### src/rtl/lbist_pkg.sv
// -----------------------------------------------------------------------------
// lbist_pkg
// Shared definitions for the logic-BIST sequencer:
//   - state_t          : sequencer state encoding
//   - DEF_*            : default configuration constants
//   - run_cycles()     : edges from the start-sampling edge to done=1
// -----------------------------------------------------------------------------
package lbist_pkg;

    typedef enum logic [2:0] {
        IDLE,
        INIT,
        SHIFT,
        CAPTURE,
        UNLOAD,
        COMPARE,
        DONE
    } state_t;

    localparam int unsigned DEF_CHAIN_LEN  = 32;
    localparam int unsigned DEF_N_PATTERNS = 1024;
    localparam int unsigned DEF_SIG_W      = 32;
    localparam int unsigned DEF_CNT_W      = 16;

    // INIT + N_PATTERNS * (SHIFT + CAPTURE) + UNLOAD + COMPARE
    function automatic int unsigned run_cycles(input int unsigned chain_len,
                                               input int unsigned n_patterns);
        return 1 + n_patterns * (chain_len + 1) + chain_len + 1;
    endfunction

endpackage

### src/rtl/lbist_cnt.sv
// -----------------------------------------------------------------------------
// lbist_cnt
// Up-counter with synchronous clear (load to zero) and terminal-count flag.
// Clear has priority over increment.
// Ports:
//   clk    in   clock
//   rst    in   synchronous active-high reset
//   i_clr  in   load counter with zero
//   i_inc  in   increment counter
//   o_tc   out  counter value equals TERM
// -----------------------------------------------------------------------------
module lbist_cnt
    import lbist_pkg::*;
#(
    parameter int unsigned    W    = DEF_CNT_W,
    parameter logic [W-1:0]   TERM = '0
) (
    input  logic clk,
    input  logic rst,
    input  logic i_clr,
    input  logic i_inc,
    output logic o_tc
);

    logic [W-1:0] r_cnt;

    always_ff @(posedge clk) begin
        if (rst || i_clr) begin
            r_cnt <= '0;
        end else if (i_inc) begin
            r_cnt <= r_cnt + W'(1);
        end
    end

    assign o_tc = (r_cnt == TERM);

endmodule

### src/rtl/lbist_ctrl.sv
// -----------------------------------------------------------------------------
// lbist_ctrl
// Logic-BIST sequencer: seeds the TPG, runs N_PATTERNS shift/capture patterns,
// one unload pass, then compares the MISR signature against GOLDEN_SIG.
// Optional feature macro: LBIST_ABORT_EN (adds the abort input).
// Ports:
//   clk        in   clock, rising edge
//   rst        in   synchronous active-high reset
//   start      in   begin a run (honoured in IDLE or DONE only)
//   abort      in   cancel a busy run (only with LBIST_ABORT_EN)
//   signature  in   current MISR contents
//   tpg_en     out  advance TPG LFSRs
//   tpg_rst_n  out  active-low TPG seed reload
//   scan_en    out  1 = shift, 0 = capture
//   misr_en    out  MISR compaction enable
//   test_mode  out  high whenever not IDLE
//   busy       out  high in INIT..COMPARE
//   done       out  run complete, held until next start/rst
//   pass       out  signature matched (valid with done)
// -----------------------------------------------------------------------------
module lbist_ctrl
    import lbist_pkg::*;
#(
    parameter int unsigned      CHAIN_LEN  = DEF_CHAIN_LEN,
    parameter int unsigned      N_PATTERNS = DEF_N_PATTERNS,
    parameter int unsigned      SIG_W      = DEF_SIG_W,
    parameter logic [SIG_W-1:0] GOLDEN_SIG = '0,
    parameter int unsigned      CNT_W      = DEF_CNT_W
) (
    input  logic             clk,
    input  logic             rst,
    input  logic             start,
`ifdef LBIST_ABORT_EN
    input  logic             abort,
`endif
    input  logic [SIG_W-1:0] signature,
    output logic             tpg_en,
    output logic             tpg_rst_n,
    output logic             scan_en,
    output logic             misr_en,
    output logic             test_mode,
    output logic             busy,
    output logic             done,
    output logic             pass
);

    localparam logic [CNT_W-1:0] SH_TC  = CNT_W'(CHAIN_LEN - 1);
    localparam logic [CNT_W-1:0] PAT_TC = CNT_W'(N_PATTERNS - 1);

    state_t r_state;
    state_t w_next;
    logic   r_pass;
    logic   w_sh_tc;
    logic   w_pat_tc;
    logic   w_abort;
    logic   w_sh_clr;
    logic   w_sh_inc;
    logic   w_pat_clr;
    logic   w_pat_inc;

`ifdef LBIST_ABORT_EN
    assign w_abort = abort & busy;
`else
    assign w_abort = 1'b0;
`endif

    // Shift counter runs through SHIFT and UNLOAD and rewinds at each phase end
    assign w_sh_inc  = (r_state == SHIFT) || (r_state == UNLOAD);
    assign w_sh_clr  = (r_state == IDLE) || (r_state == INIT) || (w_sh_inc && w_sh_tc);
    assign w_pat_clr = (r_state == IDLE) || (r_state == INIT);
    assign w_pat_inc = (r_state == CAPTURE) && !w_pat_tc;

    lbist_cnt #(.W(CNT_W), .TERM(SH_TC)) u_sh_cnt (
        .clk   (clk),
        .rst   (rst),
        .i_clr (w_sh_clr),
        .i_inc (w_sh_inc),
        .o_tc  (w_sh_tc)
    );

    lbist_cnt #(.W(CNT_W), .TERM(PAT_TC)) u_pat_cnt (
        .clk   (clk),
        .rst   (rst),
        .i_clr (w_pat_clr),
        .i_inc (w_pat_inc),
        .o_tc  (w_pat_tc)
    );

    // State register
    always_ff @(posedge clk) begin
        if (rst) begin
            r_state <= IDLE;
        end else begin
            r_state <= w_next;
        end
    end

    // Next-state logic
    always_comb begin
        w_next = r_state;
        unique case (r_state)
            IDLE:    if (start) w_next = INIT;
            INIT:    w_next = SHIFT;
            SHIFT:   if (w_sh_tc) w_next = CAPTURE;
            CAPTURE: w_next = w_pat_tc ? UNLOAD : SHIFT;
            UNLOAD:  if (w_sh_tc) w_next = COMPARE;
            COMPARE: w_next = DONE;
            DONE:    if (start) w_next = INIT;
            default: w_next = IDLE;
        endcase
        if (w_abort) begin
            w_next = IDLE;
        end
    end

    // Verdict is latched in COMPARE and dropped when a new run starts or is aborted
    always_ff @(posedge clk) begin
        if (rst) begin
            r_pass <= 1'b0;
        end else if (r_state == COMPARE) begin
            r_pass <= (signature == GOLDEN_SIG);
        end else if (w_next == INIT || w_abort) begin
            r_pass <= 1'b0;
        end
    end

    // Output decode
    always_comb begin
        tpg_en    = 1'b0;
        tpg_rst_n = 1'b1;
        scan_en   = 1'b0;
        misr_en   = 1'b0;
        test_mode = 1'b1;
        busy      = 1'b1;
        done      = 1'b0;
        unique case (r_state)
            IDLE: begin
                test_mode = 1'b0;
                busy      = 1'b0;
            end
            INIT:    tpg_rst_n = 1'b0;
            SHIFT: begin
                tpg_en  = 1'b1;
                scan_en = 1'b1;
                misr_en = 1'b1;
            end
            UNLOAD: begin
                scan_en = 1'b1;
                misr_en = 1'b1;
            end
            DONE: begin
                busy = 1'b0;
                done = 1'b1;
            end
            default: ;
        endcase
    end

    assign pass = r_pass;

endmodule

### config.mk
export PLATFORM = sky130hd
export DESIGN_NAME = lbist_ctrl
export DESIGN_NICKNAME = d
export VERILOG_FILES = /design/src/rtl/lbist_pkg.sv /design/src/rtl/lbist_cnt.sv /design/src/rtl/lbist_ctrl.sv
export SDC_FILE = /design/constraint.sdc
export NUM_CORES = 1
export LEC_CHECK = 0
export CORE_MARGIN = 2
export CORE_UTILIZATION = 50
export DETAILED_ROUTE_END_ITERATION = 8
export PLACE_DENSITY_LB_ADDON = 0.1
export RECOVER_POWER = 25
export SLEW_MARGIN = 30
export SYNTH_ARGS = -nofsm -noshare
export SYNTH_HDL_FRONTEND = slang
export SYNTH_HIERARCHICAL = 1
export SYNTH_SLANG_ARGS = --single-unit
### constraint.sdc
create_clock -name clk -period 2.4 [get_ports clk]
set_input_delay 0.36 -clock clk [delete_from_list [all_inputs] [get_ports clk]]
set_output_delay 0.36 -clock clk [all_outputs]
set_load 0.05 [all_outputs]
==> impl_metrics.toml <==
[worst_setup_path]
required_ns = 2.04
cp_max_fo = 15
end_kind = "primary output"
critPathKind = "reg -> out"
critical_path_arrival_ns = 1.93
critPathLaunchType = "register"

[global_routing]
grt_pass1_wl_um = 6630
antenna_found_initial = 0
grt_remaining_overflow = 0
grt_pass1_vias = 1485
track_usage = 0.200
grt_max_degree = 17

[floorplanning]
die-area_mm2 = 0.00433
die_h_um = 65.8
num_rows = 22
fp.coreArea_mm2 = 0.00366
fp.dieW_um = 65.8
num_io_pins = 43
initial_core_util = 0.522

[pwr]
power_mw = 1.28
p_leak_nw = 0.820
powerDensity_mw_per_mm2 = 517
ir_drop_uv = 344

[placed_design]
dpl_cell_area_mm2 = 0.00236
dp_hpwl_um = 3070
portBuffers = 42
routabilityCongestion = 0.774

[timing]
period_share = 0.953
worst_slew_pin_slew_ns = 0.598
final_hold_viol_count = 0
fin_crit_ns = 2.29
finalMaxSlewViolations = 0
final-setup-viol-count = 0
rsz0062_at_grt = "false"
timing.fmax_mhz = 437
clock_skew_ns = 0.00738
tns_ns = 0
relSlewSlack = 0.603

[detailed_routing]
vias = 1688
initialDrtViolationCount = 76
drc = 0
wl_per_cell_um = 13.3
first_pass_iters = 4
viasPerCell = 5.45
ant_nets = 0
totalWireLength_um = 4130

[logic_synthesis]
syn_area_per_cell_um2 = 8.77
synth_edf_count = 0
seq_area_frac_synth = 0.377
syn_area_mm2 = 0.00191
yosysTopAreaCell = "dfxtp_1"
async_reset_ff_frac = 0
synth_top_area_frac = 0.377
synth_most_common_cell = "dfxtp_1"
yosys-top-cells-count = "dfxtp_1, nor2_1, nor4_1, nand2_1, nand4_1"
ys.flop_type = "dfxtp_1"
syn_inst = 218
synth_nets = 255
ys_warn_count = 6
yosysUniqueCellTypes = 44
synthTopCellsByArea = "dfxtp_1, xor2_1, nor2_1"
synth_seq_cells = 36

[cts]
cts.htree.levels = 2
post_cts_buffers = 0
cts_tree = "done"
cts_buffers = 5
clock_sinks = 36
clockBufferDepth = 2
clk_pin_slew_ns = 0.07
clk_latency_ns = 0.29
cts-resized-gates = 0
cts_root_buf = "clkbuf_8"
hold_buffers = 0

[run_status]
status = "finished clean"

[final_layout]
stdcell_area_mm2 = 0.00247
nNetsFinal = 298
area_delta_synth_final_pct = 29.5
insertedDiodeCount = 0
layout-drive-gt1-share = 0.118

[flow_run]
cap_violations = 0

[hold_path]
hp-class = "reg -> reg"
==> final timing paths <==
| kind | from | slack (ns) | to | cells past startpoint |
|---|---|---|---|---|
| setup / recovery | r_state[0] | 0.11 | test_mode | 2 |
| hold / removal | u_sh_cnt/r_cnt[15] | 0.49 | u_sh_cnt/r_cnt[15] | 2 |
| setup reg to reg | u_pat_cnt/r_cnt[0] | 0.14 | u_pat_cnt/r_cnt[15] | 9 |
| hold reg to reg | u_sh_cnt/r_cnt[15] | 0.49 | u_sh_cnt/r_cnt[15] | 2 |
==> metrics by stage <==
stage,hold WS (ns),setup slack [ns],instances,utilization
finish,0.489,0.112,310,0.676
global route,0.524,0.00755,310,0.676
CTS,0.489,0.0999,310,0.675
detailed placement,0.479,0.110,302,0.646
global placement,0.472,0.177,302,0.646
floorplan,0.429,0.0942,218,-
==> critical path: stages, from the launching register on <==
cell             delay (ns)
dfxtp_1                0.64
or3_1                  0.20
clkdlybuf4s50_1        0.80
==> cell usage in the layout, fill, tap and decap left out, types with 3 or more instances in the layout <==
master | netlist | layout
a21oi_1 | 11 | 11
and4_1 | 4 | 3
buf_4 | 3 | 6
clkbuf_8 | 0 | 5
clkdlybuf4s50_1 | 0 | 37
dfxtp_1 | 36 | 36
mux2i_1 | 3 | 3
nand2_1 | 14 | 14
nand3_1 | 5 | 5
nand4_1 | 14 | 14
nor2_1 | 30 | 30
nor3_1 | 3 | 3
nor4_1 | 15 | 14
o21ai_0 | 7 | 7
o31ai_1 | 3 | 3
or3_1 | 5 | 5
xnor2_1 | 10 | 10
xor2_1 | 13 | 13
==> area by class of cell <==
type / instances / area [um2]
Inverter: 2 / 7.51
Clock buffer: 6 / 72.6
Multi-Input combinational cell: 167 / 1090
Sequential cell: 36 / 721
Timing Repair Buffer: 49 / 487
Fill cell: 315 / 1190
Tap cell: 48 / 60.1
Clock inverter: 2 / 35.0
==> power breakdown <==
group | internal [mW] | switching, mW
logic | 0.0840 | 0.0741
registers | 0.600 | 0.00638
clock network | 0.308 | 0.208
total | 0.992 | 0.288
==> per-layer routing <==
layer | wire (um) | share of wire | global-route usage
met1 | 1790 | 0.43 | 0.243
met2 | 2140 | 0.52 | 0.337
met3 | 163 | 0.039 | 0.0562
met4 | 42 | 0.010 | 0.0703
met5 | 0 | 0 | 0
==> cells by family (layout without fill, tap and decap cells) <==
| kind of cell | count (synthesis) | after routing | synth area share |
|---|---|---|---|
| simple gates | 114 | 114 | 0.357 |
| xor+xnor | 23 | 23 | 0.105 |
| fa+ha+maj | 2 | 2 | 0.0131 |
| buf+inv | 15 | 59 | 0.0556 |
| compound gates | 25 | 25 | 0.0759 |
| flops | 36 | 36 | 0.377 |
| mux | 3 | 3 | 0.0157 |
==> state kept, by name, summed over array words and instances (netlist names) <==
name,count
pass,1
u_pat_cnt/r_cnt,16
u_sh_cnt/r_cnt,16
r_state,3
(Power assumes the default switching activity.)
